[src/rtl/hazard_sched_if.sv]
// Hazard scheduler bundle: ID-stage instruction and memory-wait status in,
// forward selects and pipeline hold/bubble controls out.
interface hazard_sched_if;
  logic [15:0] instr_ID;
  logic        valid_ID;
  logic        mem_stall;
  logic [1:0]  ForwardA;
  logic [1:0]  ForwardB;
  logic [1:0]  ForwardS;
  logic        stall_pc;
  logic        stall_ifid;
  logic        bubble_idex;
  logic        halted;

  modport master (
    output instr_ID, valid_ID, mem_stall,
    input  ForwardA, ForwardB, ForwardS, stall_pc, stall_ifid, bubble_idex, halted
  );

  modport slave (
    input  instr_ID, valid_ID, mem_stall,
    output ForwardA, ForwardB, ForwardS, stall_pc, stall_ifid, bubble_idex, halted
  );
endinterface

[src/rtl/hazard_sched.sv]
// Pipeline hazard scheduler: tracks EX/MEM destination shadows, produces registered
// forward selects, combinational stall/freeze controls and the HLT drain sequence.
module hazard_sched (
  input logic           clk,
  input logic           rst,
  hazard_sched_if.slave bus
);
  localparam int unsigned REG_W = 4;
  localparam int unsigned CNT_W = 2;

  typedef struct packed {
    logic             wen;
    logic [REG_W-1:0] rd;
    logic             is_load;
    logic             is_hlt;
  } shadow_t;

  typedef enum logic [1:0] {RUN, DRAIN, HALT} state_t;

  state_t           state_q;
  logic [CNT_W-1:0] cnt_q;
  shadow_t          ex_q, mem_q, dec;
  logic [3:0]       op;
  logic [REG_W-1:0] f_rd, f_rs, f_rt;
  logic [REG_W-1:0] src1, src2, srcs;
  logic             load_use, br_stall, hazard, bubbled, advance;
  logic [1:0]       sel_a, sel_b, sel_s;
  logic             mem_load_unused;

  // Load flag of the MEM shadow is carried for completeness; forwarding from MEM ignores it.
  assign mem_load_unused = mem_q.is_load;

  function automatic logic [1:0] fwd_sel(
    input logic [REG_W-1:0] src,
    input logic             ex_wen,
    input logic [REG_W-1:0] ex_rd,
    input logic             ex_load,
    input logic             mem_wen,
    input logic [REG_W-1:0] mem_rd
  );
    if (src == REG_W'(0))                        return 2'b00;
    if (ex_wen && ex_rd == src && !ex_load)      return 2'b10;
    if (mem_wen && mem_rd == src)                return 2'b01;
    return 2'b00;
  endfunction

  // Decode ID: source registers (0 = none) and the shadow record it would create.
  always_comb begin
    op   = bus.instr_ID[15:12];
    f_rd = bus.instr_ID[11:8];
    f_rs = bus.instr_ID[7:4];
    f_rt = bus.instr_ID[3:0];
    src1 = '0;
    src2 = '0;
    srcs = '0;
    dec  = '0;
    if (op <= 4'd9 || op == 4'd13)       src1 = f_rs;
    else if (op == 4'd10 || op == 4'd11) src1 = f_rd;
    if (op <= 4'd3 || op == 4'd7)        src2 = f_rt;
    if (op == 4'd9)                      srcs = f_rd;
    dec.wen     = bus.valid_ID && f_rd != REG_W'(0) &&
                  (op <= 4'd8 || op == 4'd10 || op == 4'd11 || op == 4'd14);
    dec.rd      = f_rd;
    dec.is_load = op == 4'd8;
    dec.is_hlt  = bus.valid_ID && op == 4'd15;
  end

  // Hazard detection and the combinational hold/bubble controls.
  always_comb begin
    load_use = bus.valid_ID && ex_q.is_load && ex_q.wen &&
               (src1 == ex_q.rd || src2 == ex_q.rd || srcs == ex_q.rd);
    br_stall = bus.valid_ID && op == 4'd13 && f_rs != REG_W'(0) &&
               ((ex_q.wen && ex_q.rd == f_rs) || (mem_q.wen && mem_q.rd == f_rs));
    hazard   = load_use || br_stall;
    bubbled  = hazard || state_q != RUN || !bus.valid_ID;
    advance  = !bus.mem_stall;
    sel_a    = fwd_sel(src1, ex_q.wen, ex_q.rd, ex_q.is_load, mem_q.wen, mem_q.rd);
    sel_b    = fwd_sel(src2, ex_q.wen, ex_q.rd, ex_q.is_load, mem_q.wen, mem_q.rd);
    sel_s    = fwd_sel(srcs, ex_q.wen, ex_q.rd, ex_q.is_load, mem_q.wen, mem_q.rd);
    bus.stall_pc    = 1'b0;
    bus.stall_ifid  = 1'b0;
    bus.bubble_idex = 1'b0;
    if (bus.mem_stall) begin
      bus.stall_pc   = 1'b1;
      bus.stall_ifid = 1'b1;
    end else if (state_q != RUN || hazard) begin
      bus.stall_pc    = 1'b1;
      bus.stall_ifid  = 1'b1;
      bus.bubble_idex = 1'b1;
    end
  end

  // Shadows, forward registers and HLT drain FSM; everything holds while frozen.
  always_ff @(posedge clk or posedge rst) begin
    if (rst) begin
      state_q      <= RUN;
      cnt_q        <= '0;
      ex_q         <= '0;
      mem_q        <= '0;
      bus.ForwardA <= 2'b00;
      bus.ForwardB <= 2'b00;
      bus.ForwardS <= 2'b00;
      bus.halted   <= 1'b0;
    end else if (advance) begin
      mem_q        <= ex_q;
      ex_q         <= bubbled ? shadow_t'(0) : dec;
      bus.ForwardA <= bubbled ? 2'b00 : sel_a;
      bus.ForwardB <= bubbled ? 2'b00 : sel_b;
      bus.ForwardS <= bubbled ? 2'b00 : sel_s;
      case (state_q)
        RUN: begin
          if (!bubbled && dec.is_hlt) begin
            state_q <= DRAIN;
            cnt_q   <= '0;
          end
        end
        DRAIN: begin
          // HLT sitting in MEM now moves to WB.
          if (cnt_q == CNT_W'(1) && mem_q.is_hlt) begin
            state_q    <= HALT;
            bus.halted <= 1'b1;
          end
          cnt_q <= CNT_W'(cnt_q + CNT_W'(1));
        end
        default: ;
      endcase
    end
  end
endmodule

[src/flat_wrapper.sv]
// flat-port wrapper written by rule: the top's interface ports become plain ports
module hazard_sched_flat 
  (clk, rst, bus_instr_ID, bus_valid_ID, bus_mem_stall, bus_ForwardA, bus_ForwardB, bus_ForwardS, bus_stall_pc, bus_stall_ifid, bus_bubble_idex, bus_halted);
  hazard_sched_if bus_i ();
  input logic clk;
  input logic rst;
  input wire logic [$bits(bus_i.instr_ID)-1:0] bus_instr_ID;
  input wire logic [$bits(bus_i.valid_ID)-1:0] bus_valid_ID;
  input wire logic [$bits(bus_i.mem_stall)-1:0] bus_mem_stall;
  output wire logic [$bits(bus_i.ForwardA)-1:0] bus_ForwardA;
  output wire logic [$bits(bus_i.ForwardB)-1:0] bus_ForwardB;
  output wire logic [$bits(bus_i.ForwardS)-1:0] bus_ForwardS;
  output wire logic [$bits(bus_i.stall_pc)-1:0] bus_stall_pc;
  output wire logic [$bits(bus_i.stall_ifid)-1:0] bus_stall_ifid;
  output wire logic [$bits(bus_i.bubble_idex)-1:0] bus_bubble_idex;
  output wire logic [$bits(bus_i.halted)-1:0] bus_halted;
  assign bus_i.instr_ID = bus_instr_ID;
  assign bus_i.valid_ID = bus_valid_ID;
  assign bus_i.mem_stall = bus_mem_stall;
  assign bus_ForwardA = bus_i.ForwardA;
  assign bus_ForwardB = bus_i.ForwardB;
  assign bus_ForwardS = bus_i.ForwardS;
  assign bus_stall_pc = bus_i.stall_pc;
  assign bus_stall_ifid = bus_i.stall_ifid;
  assign bus_bubble_idex = bus_i.bubble_idex;
  assign bus_halted = bus_i.halted;
  hazard_sched u_core (.clk(clk), .rst(rst), .bus(bus_i));
endmodule
[config.mk]
export PLATFORM = sky130hd
export DESIGN_NAME = hazard_sched_flat
export DESIGN_NICKNAME = d
export VERILOG_FILES = /design/src/rtl/hazard_sched_if.sv /design/src/rtl/hazard_sched.sv /design/src/flat_wrapper.sv
export SDC_FILE = /design/constraint.sdc
export NUM_CORES = 1
export LEC_CHECK = 0
export CORE_MARGIN = 3
export CORE_UTILIZATION = 57
export CTS_CLUSTER_DIAMETER = 100
export DETAILED_ROUTE_END_ITERATION = 8
export MAX_ROUTING_LAYER = met4
export PLACE_DENSITY = 0.93
export REMOVE_ABC_BUFFERS = 1
export SYNTH_ARGS = -nofsm -noshare
export SYNTH_HDL_FRONTEND = slang
export SYNTH_SLANG_ARGS = --single-unit
[constraint.sdc]
create_clock -name clk -period 9.5 [get_ports clk]
set_clock_uncertainty 0.1 [all_clocks]
set_input_delay 2.375 -clock clk [delete_from_list [all_inputs] [get_ports clk]]
set_output_delay 2.375 -clock clk [all_outputs]
set_load 0.1 [all_outputs]
==> results.py <==
metrics = {
    "critical_path": {
        "crit_family": "buffers and inverters",
        "crit_fanout": 10,
        "critPathLaunchType": "input pin",
        "path_cells": "clkdlybuf4s50_1, and3b_1, nand2_1, and3_1, nor4b_2, a311oi_1, o21ai_1, nand2b_1, clkdlybuf4s50_1",
        "slowest_stage": "clkdlybuf4s50_1",
        "critPathRequiredTime_ns": 7.03,
        "reg2reg_to": "u_core.bus.ForwardA[0]",
        "crit_buf_inv": 2,
        "rr_worst_depth": 7,
        "cpPeakStageDelay_ns": 1.15,
        "reg2reg_slack_ns": 7.05,
        "cp-end-kind": "output pin",
        "rr_startpoint": "u_core.ex_q[2]",
        "crit_top_cell": "clkdlybuf4s50_1",
        "arrival_ns": 5.70,
        "worstSetupPathType": "in -> out",
    },
    "sta": {
        "fin_hold_ws_ns": 0.383,
        "setup_violations": 0,
        "slew_headroom_pct": 32.2,
        "worst_pin_slew_ns": 1.01,
        "slew_violations": 0,
        "min_period_ns": 8.18,
        "fmax_ghz": 0.122,
        "min_period_over_period_pct": 86.1,
        "grt_setup_unrepaired": "no",
        "fin_setup_tns_ns": 0,
        "hold_viol": 0,
    },
    "drt": {
        "routed_wl_um": 4150,
        "drc": 0,
        "ant_nets": 0,
        "dr.pass1.iters": 4,
        "vias": 1606,
        "route.detailed.wl_per_inst_um": 16.8,
        "drtIter0Drc": 111,
        "routed_via_density": 6.53,
    },
    "power_and_ir_drop": {
        "p_clk_share_pct": 20.8,
        "p_seq_share_pct": 38.2,
        "intPower_uw": 220,
        "finalPower_uw": 371,
        "power.density_mw_per_mm2": 180,
        "switchingPower_uw": 151,
        "pwr-share-comb_pct": 41.1,
        "vdd_drop_max_uv": 135,
        "leakage_nw": 0.861,
        "swShare_pct": 40.7,
    },
    "cts": {
        "ctsRootBufferMaster": "clkbuf_4",
        "clkTransAtPathRegs_ns": 0.13,
        "holdBufCountCts": 0,
        "cts_made_buffers": 3,
        "cts_setup_buffers": 0,
        "cts_htree_levels": 1,
        "cts_tree": "built",
        "cts_resized": 0,
        "cts.sinks": 24,
        "cts_buffer_depth": 2,
        "clk_latency_ns": 0.34,
    },
    "yosys": {
        "synth_seq_area_share_pct": 34.1,
        "yosysWarnings": 0,
        "synth-main-ff-cell": "dfrtp_1",
        "synthCells": 198,
        "synth.ff_latch_count": 24,
        "synth_edf_count": 0,
        "yosysUniqueCellTypes": 49,
        "synth_top_cell_by_area": "dfrtp_1",
        "avgSynthCellArea_um2": 8.89,
        "synth_area_mm2": 0.00176,
        "async_flop_share_pct": 100,
        "yosys.area.top_type_share_pct": 34.1,
        "synth.area.top_cells": "dfrtp_1 (34%), xor2_1 (6.5%), xnor2_1 (4.5%), a22o_1 (4.0%), mux2_2 (3.8%)",
    },
    "run": {
        "maxCapViolCount": 0,
    },
    "cells_and_area": {
        "finalNetCount": 237,
        "layout-drive-gt1-share_pct": 6.98,
        "nFillCells": 206,
        "multi_input_area_mm2": 0.00105,
        "regArea_um2": 601,
        "diodes": 0,
        "syn2layout_area_growth_pct": 17.2,
    },
    "worst_hold_path": {
        "hold_path_depth": 1,
        "min_path_type": "reg -> reg",
        "min-delay-start": "u_core.bus.halted",
        "holdPathEnd": "u_core.bus.halted",
    },
    "grt": {
        "grt_usage_pct": 25.4,
        "grtUsageMet1_pct": 34.3,
        "grt_max_degree": 28,
        "overflow": 0,
        "grt-busiest-layer": "met2",
        "grt_first_pass_wirelength_um": 6840,
        "met2_usage_pct": 36.6,
        "antenna_found_initial": 0,
        "globalRouteMet3Util_pct": 5.03,
        "grt_pass1_vias": 1409,
    },
    "floorplan": {
        "start_util_pct": 61.7,
        "rows": 19,
        "die_y_um": 61.6,
        "ios": 30,
        "dieArea_mm2": 0.00379,
        "core-area_mm2": 0.00285,
        "die_w_um": 61.6,
    },
    "status": {
        "status": "finished clean",
    },
    "placement": {
        "gp_routability_congestion": 0.983,
        "dp_hpwl_um": 3080,
        "portBuffers": 29,
    },
}
-- worst max-delay path by stage --
stage,from,endpoint,slack [ns],cells past startpoint
after floorplan,bus_instr_ID[12],bus_stall_ifid,1.97,7
after detailed placement,bus_instr_ID[13],bus_stall_ifid,1.36,9
after global placement,bus_instr_ID[15],bus_stall_ifid,1.44,9
after global routing,bus_instr_ID[15],bus_stall_pc,1.13,9
final,bus_instr_ID[15],bus_stall_ifid,1.32,9
after CTS,bus_instr_ID[13],bus_stall_ifid,1.35,9
-- cells in the mapped netlist (5+ instances only) --
cell and number:
a21oi_1 7, a22o_1 8, a31oi_1 5, buf_2 5
clkbuf_1 7, dfrtp_1 24, inv_1 6, mux2_2 6
nand2_1 12, nand3_1 10, nor2_1 11, o21ai_0 8
o21ai_1 5, xnor2_1 9, xor2_1 13
-- power by group through the flow --
stage	clock, mW	sequential (mW)	combinational, mW
floorplan	0	0.143	0.104
detailed placement	0	0.143	0.150
CTS	0.0776	0.141	0.151
finish	0.0770	0.141	0.152
global route	0.0811	0.144	0.165
global placement	0	0.142	0.147
-- cell type report --
| cell class | instances | share of cell area [%] |
|---|---|---|
| tap | 31 | 1.88 |
| clock inverter | 1 | 1.46 |
| timing repair buffer | 29 | 14.1 |
| clock buffer | 3 | 1.09 |
| sequential | 24 | 29.1 |
| multi-input combinational | 151 | 51.1 |
| inverter | 7 | 1.27 |
-- cell usage in the layout (no fill, tap or decap), drive strengths merged, types with 2 or more instances in the layout --
cell type,Yosys,routed
a31oi,5,5
dfrtp,24,24
nand3,10,10
nand2,12,12
a22oi,2,2
a311oi,2,2
a22o,8,8
nor2b,4,4
nor3,4,4
xor2,13,13
nor2,11,11
and2,4,4
o31ai,3,3
nor4bb,4,4
inv,7,7
and3,4,4
mux2,6,6
a21oi,7,7
nor4,4,4
a41o,2,2
a32o,3,3
clkdlybuf4s50,0,29
o31a,3,3
xnor2,9,9
nand2b,3,3
clkbuf,8,3
o21ai,13,13
-- state kept, by name, summed over array words and instances, names as in the netlist --
name and count:
u_core.ex_q 7, u_core.bus.ForwardB 2, u_core.bus.halted 1, u_core.bus.ForwardA 2, u_core.state_q 2, u_core.cnt_q 2
u_core.bus.ForwardS 2, u_core.mem_q 6
-- layer usage --
metal | vias up | share of wire (%)
li1 | 762 | -
met1 | 760 | 45
met2 | 73 | 46
met3 | 11 | 7.0
met4 | 0 | 2.0
met5 | - | 0
-- kinds of logic after synthesis --
family | Yosys count | share of synthesized area [%]
xor gates and xnor gates | 22 | 10.9
buffers and inverters | 23 | 5.97
and+or+nand+nor | 66 | 21.2
AOI/OAI and AO/OA | 55 | 22.7
adders and majority gates | 2 | 1.28
muxes | 6 | 3.84
DFF | 24 | 34.1
-- per-stage QoR --
step	utilization, %	instances	setup slack [ns]	area (um2)
after floorplan	-	182	1.97	1680
after global placement	70.5	242	1.44	2010
after detailed placement	70.5	242	1.36	2010
after CTS	72.3	246	1.35	2060
after global routing	72.3	246	1.13	2060
final	72.3	246	1.32	2060
Power figures use the tool's default switching activity.
